### src/rtl/divider_if.sv
// Execute-stage divide port: request, operands and mode in; stall and result out.
interface divider_if;
  logic        divE;
  logic        is_signed;
  logic [31:0] a;
  logic [31:0] b;
  logic        div_stall;
  logic [63:0] s;

  modport master (
    output divE, is_signed, a, b,
    input  div_stall, s
  );

  modport slave (
    input  divE, is_signed, a, b,
    output div_stall, s
  );
endinterface

### src/rtl/divider.sv
// 32-bit signed/unsigned restoring divider, one quotient bit per cycle.
// s[63:32] = remainder, s[31:0] = quotient; stalls the pipeline for 34 cycles.
//
// state | meaning
// IDLE  | waiting for divE; operands latched on start
// RUN   | 32 restoring steps, MSB first
// FIX   | sign correction, result loaded into s
// DONE  | one-cycle hold so a still-high divE does not restart
module divider (
  input  logic     clk,
  input  logic     reset,
  divider_if.slave bus
);

  typedef enum logic [1:0] {IDLE, RUN, FIX, DONE} state_t;

  state_t      r_state;
  state_t      w_next;

  logic [32:0] r_rem;
  logic [31:0] r_quo;
  logic [31:0] r_dvs;
  logic [31:0] r_a;
  logic [4:0]  r_cnt;
  logic        r_signed;
  logic        r_qneg;
  logic        r_rneg;
  logic [63:0] r_s;

  logic        w_start;
  logic [31:0] w_a_mag;
  logic [31:0] w_b_mag;
  logic [32:0] w_shift;
  logic [32:0] w_diff;
  logic        w_ge;
  logic [31:0] w_q_fix;
  logic [31:0] w_r_fix;

  assign w_start = bus.divE & (r_state == IDLE) & ~reset;

  assign w_a_mag = (bus.is_signed & bus.a[31]) ? -bus.a : bus.a;
  assign w_b_mag = (bus.is_signed & bus.b[31]) ? -bus.b : bus.b;

  // Partial remainder stays below the divisor, so 33 bits hold the shifted value.
  assign w_shift = {r_rem[31:0], r_quo[31]};
  assign w_ge    = (w_shift >= {1'b0, r_dvs});
  assign w_diff  = w_shift - {1'b0, r_dvs};

  assign w_q_fix = (r_signed & r_qneg) ? -r_quo : r_quo;
  assign w_r_fix = (r_signed & r_rneg) ? -r_rem[31:0] : r_rem[31:0];

  assign bus.s = r_s;

  always_ff @(posedge clk) begin
    if (reset) r_state <= IDLE;
    else       r_state <= w_next;
  end

  always_comb begin
    w_next = r_state;
    case (r_state)
      IDLE:    if (w_start) w_next = RUN;
      RUN:     if (r_cnt == 5'd31) w_next = FIX;
      FIX:     w_next = DONE;
      DONE:    w_next = IDLE;
      default: w_next = IDLE;
    endcase
  end

  always_comb begin
    bus.div_stall = ~reset & (w_start | (r_state == RUN) | (r_state == FIX));
  end

  always_ff @(posedge clk) begin
    if (reset) begin
      r_rem    <= '0;
      r_quo    <= '0;
      r_dvs    <= '0;
      r_a      <= '0;
      r_cnt    <= '0;
      r_signed <= 1'b0;
      r_qneg   <= 1'b0;
      r_rneg   <= 1'b0;
      r_s      <= '0;
    end else begin
      case (r_state)
        IDLE: begin
          if (w_start) begin
            r_quo    <= w_a_mag;
            r_dvs    <= w_b_mag;
            r_a      <= bus.a;
            r_signed <= bus.is_signed;
            r_qneg   <= bus.a[31] ^ bus.b[31];
            r_rneg   <= bus.a[31];
            r_rem    <= '0;
            r_cnt    <= '0;
          end
        end
        RUN: begin
          r_rem <= w_ge ? w_diff : w_shift;
          r_quo <= {r_quo[30:0], w_ge};
          r_cnt <= r_cnt + 5'd1;
        end
        FIX: begin
          // Zero divisor: |b| is zero exactly when b is zero, in either mode.
          if (r_dvs == 32'd0) r_s <= {r_a, 32'hFFFF_FFFF};
          else                r_s <= {w_r_fix, w_q_fix};
        end
        default: ;
      endcase
    end
  end

endmodule

### src/flat_wrapper.sv
// flat-port wrapper written by rule: the top's interface ports become plain ports
module divider_flat 
  (clk, reset, bus_divE, bus_is_signed, bus_a, bus_b, bus_div_stall, bus_s);
  divider_if bus_i ();
  input  logic clk;
  input  logic reset;
  input wire logic [$bits(bus_i.divE)-1:0] bus_divE;
  input wire logic [$bits(bus_i.is_signed)-1:0] bus_is_signed;
  input wire logic [$bits(bus_i.a)-1:0] bus_a;
  input wire logic [$bits(bus_i.b)-1:0] bus_b;
  output wire logic [$bits(bus_i.div_stall)-1:0] bus_div_stall;
  output wire logic [$bits(bus_i.s)-1:0] bus_s;
  assign bus_i.divE = bus_divE;
  assign bus_i.is_signed = bus_is_signed;
  assign bus_i.a = bus_a;
  assign bus_i.b = bus_b;
  assign bus_div_stall = bus_i.div_stall;
  assign bus_s = bus_i.s;
  divider u_core (.clk(clk), .reset(reset), .bus(bus_i));
endmodule
### config.mk
export PLATFORM = sky130hd
export DESIGN_NAME = divider_flat
export DESIGN_NICKNAME = d
export VERILOG_FILES = /design/src/rtl/divider_if.sv /design/src/rtl/divider.sv /design/src/flat_wrapper.sv
export SDC_FILE = /design/constraint.sdc
export NUM_CORES = 1
export LEC_CHECK = 0
export CORE_MARGIN = 3
export CORE_UTILIZATION = 58
export DETAILED_ROUTE_END_ITERATION = 6
export DONT_BUFFER_PORTS = 1
export MAX_ROUTING_LAYER = met4
export PLACE_DENSITY = 0.76
export SLEW_MARGIN = 20
export SYNTH_ARGS = -nofsm -noshare
export SYNTH_HDL_FRONTEND = slang
export SYNTH_SLANG_ARGS = --single-unit
### constraint.sdc
create_clock -name clk -period 2.8 [get_ports clk]
set_input_delay 0.56 -clock clk [delete_from_list [all_inputs] [get_ports clk]]
set_output_delay 0.56 -clock clk [all_outputs]
set_load 0.05 [all_outputs]
; Word level (Yosys, flattened, before mapping)
; Index checks and enable logic that the tools add are counted.
[totals]
reg_bits = 202
input_bits = 68
output_inout_bits = 65
[op_classes]
n_addsub = 6
order_cmp = 1
n_eq_ne = 6
muxes = 15
bitwise_logic = 11
n_reduce_logical = 6
[op_table]
columns = cell, n
row1 = 32-bit two-way mux, 7
row2 = 32-bit negator, 4
row3 = 32-bit case mux with 2 select lines, 2
row4 = 64-bit two-way mux, 1
row5 = 33-bit by 32-bit >= comparator with 1-bit output, 1
row6 = 32-bit zero test, 1
row7 = 32-bit subtractor, 1
row8 = 5-bit case mux with 2 select lines, 1
row9 = 2-bit case mux with 4 select lines, 1
row10 = 1-bit bitwise AND, 7
row11 = 2-bit AND reduction, 3
row12 = 5-bit by 1-bit adder with 5-bit output (second input constant), 1
row13 = 5-bit == test (second input constant), 1
row14 = 5-bit two-way mux, 1
row15 = 2-bit == test (second input constant), 2
row16 = 2-bit two-way mux, 2
row17 = 2-bit by 1-bit inequality test with 1-bit output (second input constant), 2
row18 = 2-bit by 1-bit == test with 1-bit output (second input constant), 1
row19 = 2-bit zero test, 1
row20 = 1-bit bitwise OR, 2
row21 = 2-bit nonzero test, 1
row22 = 1-bit inverter, 1
row23 = 1-bit bitwise XOR, 1

; Depth between registers and ports, before layout
[logic_depth]
ltp_word = 6
depth_mapped = 14
depth_no_buf = 14

; Worst setup path before layout
; No wires, ideal clock.
[synth_path]
path_type = reg-to-reg
from = reg u_core.r_quo[31]
to = reg u_core.r_rem[24]
arrival_ps = 2781
required_time_ps = 2672
path_slack_ps = -109
path_stages_with_launch = 14
path_buffers = 0
synth_period_minus_slack_ps = 2909
path_cell_list = dfxtp_1 inv_1 ha_1 inv_1 fa_1 a211oi_1 o21bai_1 a2111oi_0 nor2_1 a21oi_1 nor3_1 a2111oi_0 xor2_1 o21ai_0
[synth_between]
elab_chain_cells = 3
elab_cells_between_ends = 4
[synth_lines]
columns = item, line_no
row1 = from (decl), divider.sv:21  ; logic [31:0] r_quo;
row2 = from (signal assigned), divider.sv:89  ; r_quo <= w_a_mag;
row3 = from (signal assigned), divider.sv:101  ; r_quo <= {r_quo[30:0], w_ge};
row4 = 32-bit subtractor or 33-bit by 32-bit >= comparator with 1-bit output (tied branches), "divider.sv:47, divider.sv:46"
row5 = 32-bit two-way mux (*), divider.sv:100  ; r_rem <= w_ge ? w_diff : w_shift;
row6 = 32-bit case mux with 2 select lines (*), divider.sv:86  ; case (r_state)
row7 = to (signal assigned), divider.sv:100
row8 = to (decl), divider.sv:20  ; logic [32:0] r_rem;
; Mark *: on every way between the ends. The rest lies on a longest branch, timed or not.
; A chain may end at the register's enable or synchronous reset.

; Worst setup path in the final report
[layout_path]
from = reg u_core.r_dvs[1]
to = reg u_core.r_rem[7]
[layout_between]
elab_chain_cells = 3
elab_cells_between_ends = 4
[layout_lines]
columns = item, line_no
row1 = from (decl), divider.sv:22  ; logic [31:0] r_dvs;
row2 = from (signal assigned), divider.sv:90  ; r_dvs <= w_b_mag;
row3 = 32-bit subtractor or 33-bit by 32-bit >= comparator with 1-bit output (tied branches), "divider.sv:47, divider.sv:46"
row4 = 32-bit two-way mux (*), divider.sv:100
row5 = 32-bit case mux with 2 select lines (*), divider.sv:86
; Marks and branches as above.

==> run metrics <==
Slew HR=0.339; Synth area leader=dfxtp_1; Cell variety after synth=64; Post-layout nets=1,850; Die H=151 um; final hold violation count=0; worst min path class=input pin to flop; initial core utilization=0.597; die area=22,800 sq um; Avg Cell Area, Syn=7.40 sq um; part of the Yosys area used for sequential elements=0.330; Routed WL=36.6 mm; RSZ-0062 raised after global routing=yes; Slew @ Worst Pin=0.987 ns; clock sink count=201; r2r setup slk=-0.06 ns; Tmin final=2.86 ns; Worst Setup EP=u_core.r_rem[7]$_SDFFE_PP0P_; critical path fanouts, max=2; Final Max Tran Viols=0; cts hold-fix bufs=0; top_reg_cell synth=dfxtp_1; most frequent cells in the layout=nand2_1, nor2_1, dfxtp_1; area grow syn2layout=20.9%; top cells by area, synth=dfxtp_1, nand2_1, a21oi_1; Register-to-Register Path Depth=18; row cnt=52; clock skew=0.0184 ns; CTS root buf=clkbuf_16; Crit. End Element=flop; Post-Synthesis Net Count=1,758; antenna cells=0; CTS tree=done; Fmax=350 MHz; EDFF count, synth=0; Reg-to-Reg Start=u_core.r_dvs[1]$_SDFFE_PP0P_; # DRC=0; post-route setup slack=-0.0557 ns; Max-Cap Viols=0; worst setup path category=flop to flop; pin count of the biggest net entering global routing=179; first-pass GRT wire length=57.6 mm; vias in the first global route=11,407; Worst Path Required=3.21 ns; Final Non-Filler Cells=2,027; FF+latch count, synth=201; total CTS buffers=24; GRT Resource Usage Total=0.316; worst r2r dst=u_core.r_rem[7]$_SDFFE_PP0P_; GRT Residual Overflow=0; total number of yosys warnings=0; initial antenna violation count=1; CORE AREA=20,400 sq um; H-tree levels=1; # IOs=133; drt pass-1 iters=6; Port Buffers=0; final hold slack=0.130 ns; Worst setup SP type=flop; gp weighted congestion=0.955; Clock transition at path regs=0.06 ns; number of nets with antenna violations after routing=0; clock latency on the worst-skew pair=0.52 ns; commonest non-fill, non-tap cell in the layout=nand2_1; final period utilization=1.02; synthesized instance count=1,647; Die Width=151 um; endpoints failing setup=4; leak pwr=0.00572 uW; asr flop ratio synth=0; WL/cell=18.0 um; Iter 0 DRT Violations=793; Arr. time, crit path=3.26 ns; Vias=12,150; Avg Vias per Cell=5.99; ratio of cells with drive above 1 in the final layout=0.168; clk buf depth=3; CP startpoint=u_core.r_dvs[1]$_SDFFE_PP0P_; Post-Syn Area=12,200 sq um; failing checks=setup timing; VDD IR-drop max=0.512 mV; Synth top area share=0.330; detailed placer's ending HPWL=25.7 mm; status=finished, violations left; PD cells=872 nW/um^2; DP Cell Count=1,958
## timing repair
item	CTS	global route
pin swaps	14	25
endpoints found under the setup margin	29	42
setup buffers	16	7
gates cloned	3	0
gates resized for setup	53	63
## cell usage after synthesis, drive strengths merged, types with 27 or more instances
library cell / number
nand2: 237
o22ai: 27
nor2: 206
nor3: 30
a211oi: 49
o21ai: 143
a21oi: 160
clkbuf: 84
xor2: 56
xnor2: 86
ha: 42
inv: 58
dfxtp: 201
## sequential cells by signal, summed over array words and instances (netlist names)
register         cells
u_core.bus.s        64
u_core.r_a          32
u_core.r_dvs        32
u_core.r_cnt         5
u_core.r_quo        32
u_core.r_signed      1
u_core.r_qneg        1
u_core.r_rem        32
u_core.r_state       2
## stage by stage
stage                     total power [uW]  TNS, ns   util  cell area, sq um  setup WS, ns
final                                12800  -0.0850  0.721             14700       -0.0557
after global routing                 13500    -2.84  0.721             14700        -0.170
after CTS                            12600  -0.0626  0.710             14500       -0.0212
after detailed placement              9080    -3.24  0.650             13300        -0.260
after global placement                8970    -2.03  0.650             13300        -0.188
after floorplan                       7690  -0.0471      -             12200      -0.00945
## worst min-delay path by stage
stage / from / endpoint / cells after the start
floorplan: u_core.r_a[0]$_SDFFE_PP0P_ / u_core.r_a[0]$_SDFFE_PP0P_ / 2
detailed placement: u_core.r_a[24]$_SDFFE_PP0P_ / u_core.r_a[24]$_SDFFE_PP0P_ / 2
global route: reset / u_core.r_state[1]$_SDFFE_PP0P_ / 1
finish: reset / u_core.r_cnt[0]$_SDFFE_PP0P_ / 1
CTS: reset / u_core.r_state[1]$_SDFFE_PP0P_ / 1
global placement: u_core.r_a[27]$_SDFFE_PP0P_ / u_core.r_a[27]$_SDFFE_PP0P_ / 2
## critical path, cell delays in order (launching register included)
cell,delay [ns]
dfxtp_4,0.36
inv_4,0.07
ha_4,0.20
nor2b_4,0.14
o2111ai_4,0.24
nand2_2,0.12
buf_4,0.15
buf_4,0.13
buf_4,0.13
buf_4,0.12
buf_4,0.13
buf_4,0.12
buf_4,0.13
a21o_1,0.19
a21oi_2,0.13
xor2_1,0.15
nand2_1,0.06
o21ai_0,0.09
o21ai_1,0.08
## final cells by class
type | count | area (sq um)
fill | 1654 | 5700
clock inverter | 6 | 66.3
multi-input combinational | 1290 | 7960
inverter | 58 | 220
timing repair buffer | 164 | 1330
clock buffer | 38 | 774
sequential | 201 | 4050
tap | 270 | 338
## routing by layer
layer / vias up / global-route usage / routed length, um / part of all wire
li1: 5948 / - / - / -
met1: 5689 / 0.397 / 15300 / 0.42
met2: 436 / 0.530 / 17600 / 0.48
met3: 77 / 0.0485 / 2680 / 0.073
met4: 0 / 0.0929 / 1040 / 0.029
met5: - / - / 0 / 0
## where the power goes
group          internal, uW  switching [uW]  total [uW]  leakage (uW)
clock                  1990            1250        3230      0.000406
combinational          2160            2820        4980       0.00367
sequential             3450            1180        4630       0.00165
## cell families (layout without fill, tap and decap cells)
logic type               after synthesis  after routing  synth area share
flip-flops                           201            201             0.330
multiplexers                          27             27            0.0223
adder cells (fa/ha/maj)               43             43            0.0447
buffers and inverters                156            266            0.0494
AO/OA/AOI/OAI                        488            488             0.239
AND/OR/NAND/NOR                      590            590             0.213
XOR/XNOR                             142            142             0.102
No activity file was read; power rests on OpenSTA's default activity.
==> patch (same settings) <==
Encoding of `state_t`: now Gray code (2 bits for 4 states).
--- a/src/rtl/divider.sv
+++ b/src/rtl/divider.sv
@@ -12,7 +12,7 @@
   divider_if.slave bus
 );
 
-  typedef enum logic [1:0] {IDLE, RUN, FIX, DONE} state_t;
+  typedef enum logic [1:0] {IDLE = 2'b00, RUN = 2'b01, FIX = 2'b11, DONE = 2'b10} state_t;
 
   state_t      r_state;
   state_t      w_next;
Behaviour: same outputs for any inputs over 10 cycles, from zero or initial values and one cycle with reset high; not proved beyond that.
==> patch against the original RTL <==
- the flow still finishes with violations (setup timing)
- routed wire length up 3.7%
- setup slack got worse by 0.0041 ns
- highest routed layer unchanged
- final area shrank 3.6%
- synthesized area down 0.60%
- combinational power is 52% higher
- fmax shrank 0.14%
- power rose by 13%
- sequential cell count unchanged
==> patch: results (changes against the original RTL) <==
stage;metric;value;unit;change
sta;setup_viol;2;;-2
run_status;violations;setup timing;;
logic_synthesis;synth_adder_area_share;0.0409;;-0.00386
sta;slew_headroom;0.430;;+0.0903
power_and_ir_drop;powerSeq;3.42;mW;-26%
logic_synthesis;synth_top_cell_area_share;0.332;;+0.00198
setup_path;crit_fanout;3;;+1
placed_design;dp.final_hpwl;27700;um;+7.6%
placed_design;place_congestion;1.02;;+6.7%
grt;grt_pass1_wl;57900;um;+0.46%
run_status;outcome;complete, but fails checks;;
logic_synthesis;yosysSeqAreaShare;0.332;;+0.00198
power_and_ir_drop;pg_comb;7.58;mW;+52%
sta;finalClockSkew;0.0186;ns;+0.000186 ns
logic_synthesis;synth.net_count;1676;;-4.7%
setup_path;r2r-end;u_core.r_rem[26]$_SDFFE_PP0P_;;
setup_path;reg2reg_depth;13;;-5
power_and_ir_drop;pwr.group.clock;3.48;mW;+7.7%
grt;grt_max_degree;184;;+2.8%
power_and_ir_drop;p_leak;5.63;nW;-1.6%
setup_path;timing.rr.start;u_core.r_quo[31]$_SDFFE_PP0P_;;
logic_synthesis;synth_xor_area_frac;0.0997;;-0.00228
layout;drive_above_1_share;0.142;;-0.0258
logic_synthesis;synth-compound-area-share;0.251;;+0.0124
routing;avgRoutedWirePerCell;19.8;um;+9.7%
sta;setup_tns;-0.105;ns;-0.0197 ns
logic_synthesis;synth_common_cells;nand2_1 (207), dfxtp_1 (201), nor2_1 (162), a21oi_1 (161), clkbuf_1 (88);;
hold_path;min_to;u_core.r_dvs[7]$_SDFFE_PP0P_;;
grt;antenna_found_initial;0;;-1
power_and_ir_drop;internal_power;8.95;mW;+18%
setup_path;max_stage_delay;0.52;ns;+0.16 ns
logic_synthesis;synth_area_leaders;dfxtp_1 (33%), a21oi_1 (6.6%), nand2_1 (6.4%);;
placed_design;io_buffers;0;;unchanged
grt;track_usage;0.328;;+0.0120
routing;vias_per_cell;6.20;;+3.4%
sta;worst_slack;-0.0598;ns;-0.00408 ns
routing;drt_pass1_iterations;5;;-1
routing;drtIter0Drc;973;;+23%
logic_synthesis;synthMuxAreaShare;0.0182;;-0.00410
power_and_ir_drop;ir_drop;894;uV;+75%
logic_synthesis;yosysUniqueCellTypes;68;;+6.3%
setup_path;slowest_stage;a2111oi_4;;
layout;fin_nets;1737;;-6.1%
-- patch: cell types whose count changed after synthesis, sizes merged, moves of 8 or more --
cell	before	now
o21ai	143	80
nor2	206	162
nand2	237	207
a311oi	7	29
xnor2	86	68
a22oi	9	26
xor2	56	70
o31ai	12	22
a32oi	0	8
-- patch: worst max path at each step --
stage	from	end	slack, ns	depth (start not counted)
3_3_place_gp	u_core.r_quo[31]$_SDFFE_PP0P_	u_core.r_rem[30]$_SDFFE_PP0P_	-0.15	13
2_1_floorplan	u_core.r_quo[31]$_SDFFE_PP0P_	u_core.r_rem[30]$_SDFFE_PP0P_	-0.004	12
6_report	u_core.r_quo[31]$_SDFFE_PP0P_	u_core.r_rem[26]$_SDFFE_PP0P_	-0.06	13
4_1_cts	u_core.r_quo[31]$_SDFFE_PP0P_	u_core.r_rem[30]$_SDFFE_PP0P_	0.01	13
5_1_grt	u_core.r_quo[31]$_SDFFE_PP0P_	u_core.r_rem[30]$_SDFFE_PP0P_	-0.17	13
3_5_place_dp	u_core.r_quo[31]$_SDFFE_PP0P_	u_core.r_rem[26]$_SDFFE_PP0P_	-0.16	13
-- patch: metal layers --
metal	up-vias	track usage	wire length [um]
met1	5620	0.401	15400
li1	5759	-	-
met2	422	0.535	17900
met3	86	0.0686	3200
met5	-	-	0
met4	0	0.123	1460
-- patch: cell families (layout without fill, tap and decap cells) --
group,after synthesis,count (layout)
muxes,22,22
and+or+nand+nor,540,540
buffers and inverters,156,234
xor gates and xnor gates,138,138
adders and majority gates,39,39
AOI/OAI and AO/OA,473,473
DFF,201,201
-- patch: worst max-delay path, delay by kind of cell, from the launching register on --
family | cells | cell delay (ns)
AOI/OAI and AO/OA | 6 | 1.43
adders and majority gates | 2 | 0.47
buffers and inverters | 3 | 0.25
DFF | 1 | 0.32
muxes | 1 | 0.21
and+or+nand+nor | 1 | 0.06
-- patch: final cells by class --
type,count,area [um^2]
Clock buffer,33,714
Clock inverter,10,174
Fill cell,1690,6160
Inverter,55,206
Multi-Input combinational cell,1212,7690
Sequential cell,201,4030
Tap cell,270,338
Timing Repair Buffer,136,1060
-- patch: stage by stage --
step	setup WS (ns)	instance area (um^2)	hold slack [ns]	util	cells
2_1_floorplan	-0.00404	12100	0.436	-	1569
3_3_place_gp	-0.154	13100	0.440	0.643	1868
3_5_place_dp	-0.156	13100	0.445	0.643	1868
4_1_cts	0.0102	14000	0.107	0.689	1914
5_1_grt	-0.169	14200	0.107	0.698	1917
6_report	-0.0598	14200	0.119	0.698	1917
-- patch: timing repair --
| item | CTS | global route |
|---|---|---|
| endpoints found under the setup margin | 4 | 44 |
| pin swaps | 1 | 11 |
| gates cloned | 0 | 0 |
| resized for setup | 9 | 38 |
| buffers inserted | 3 | 3 |
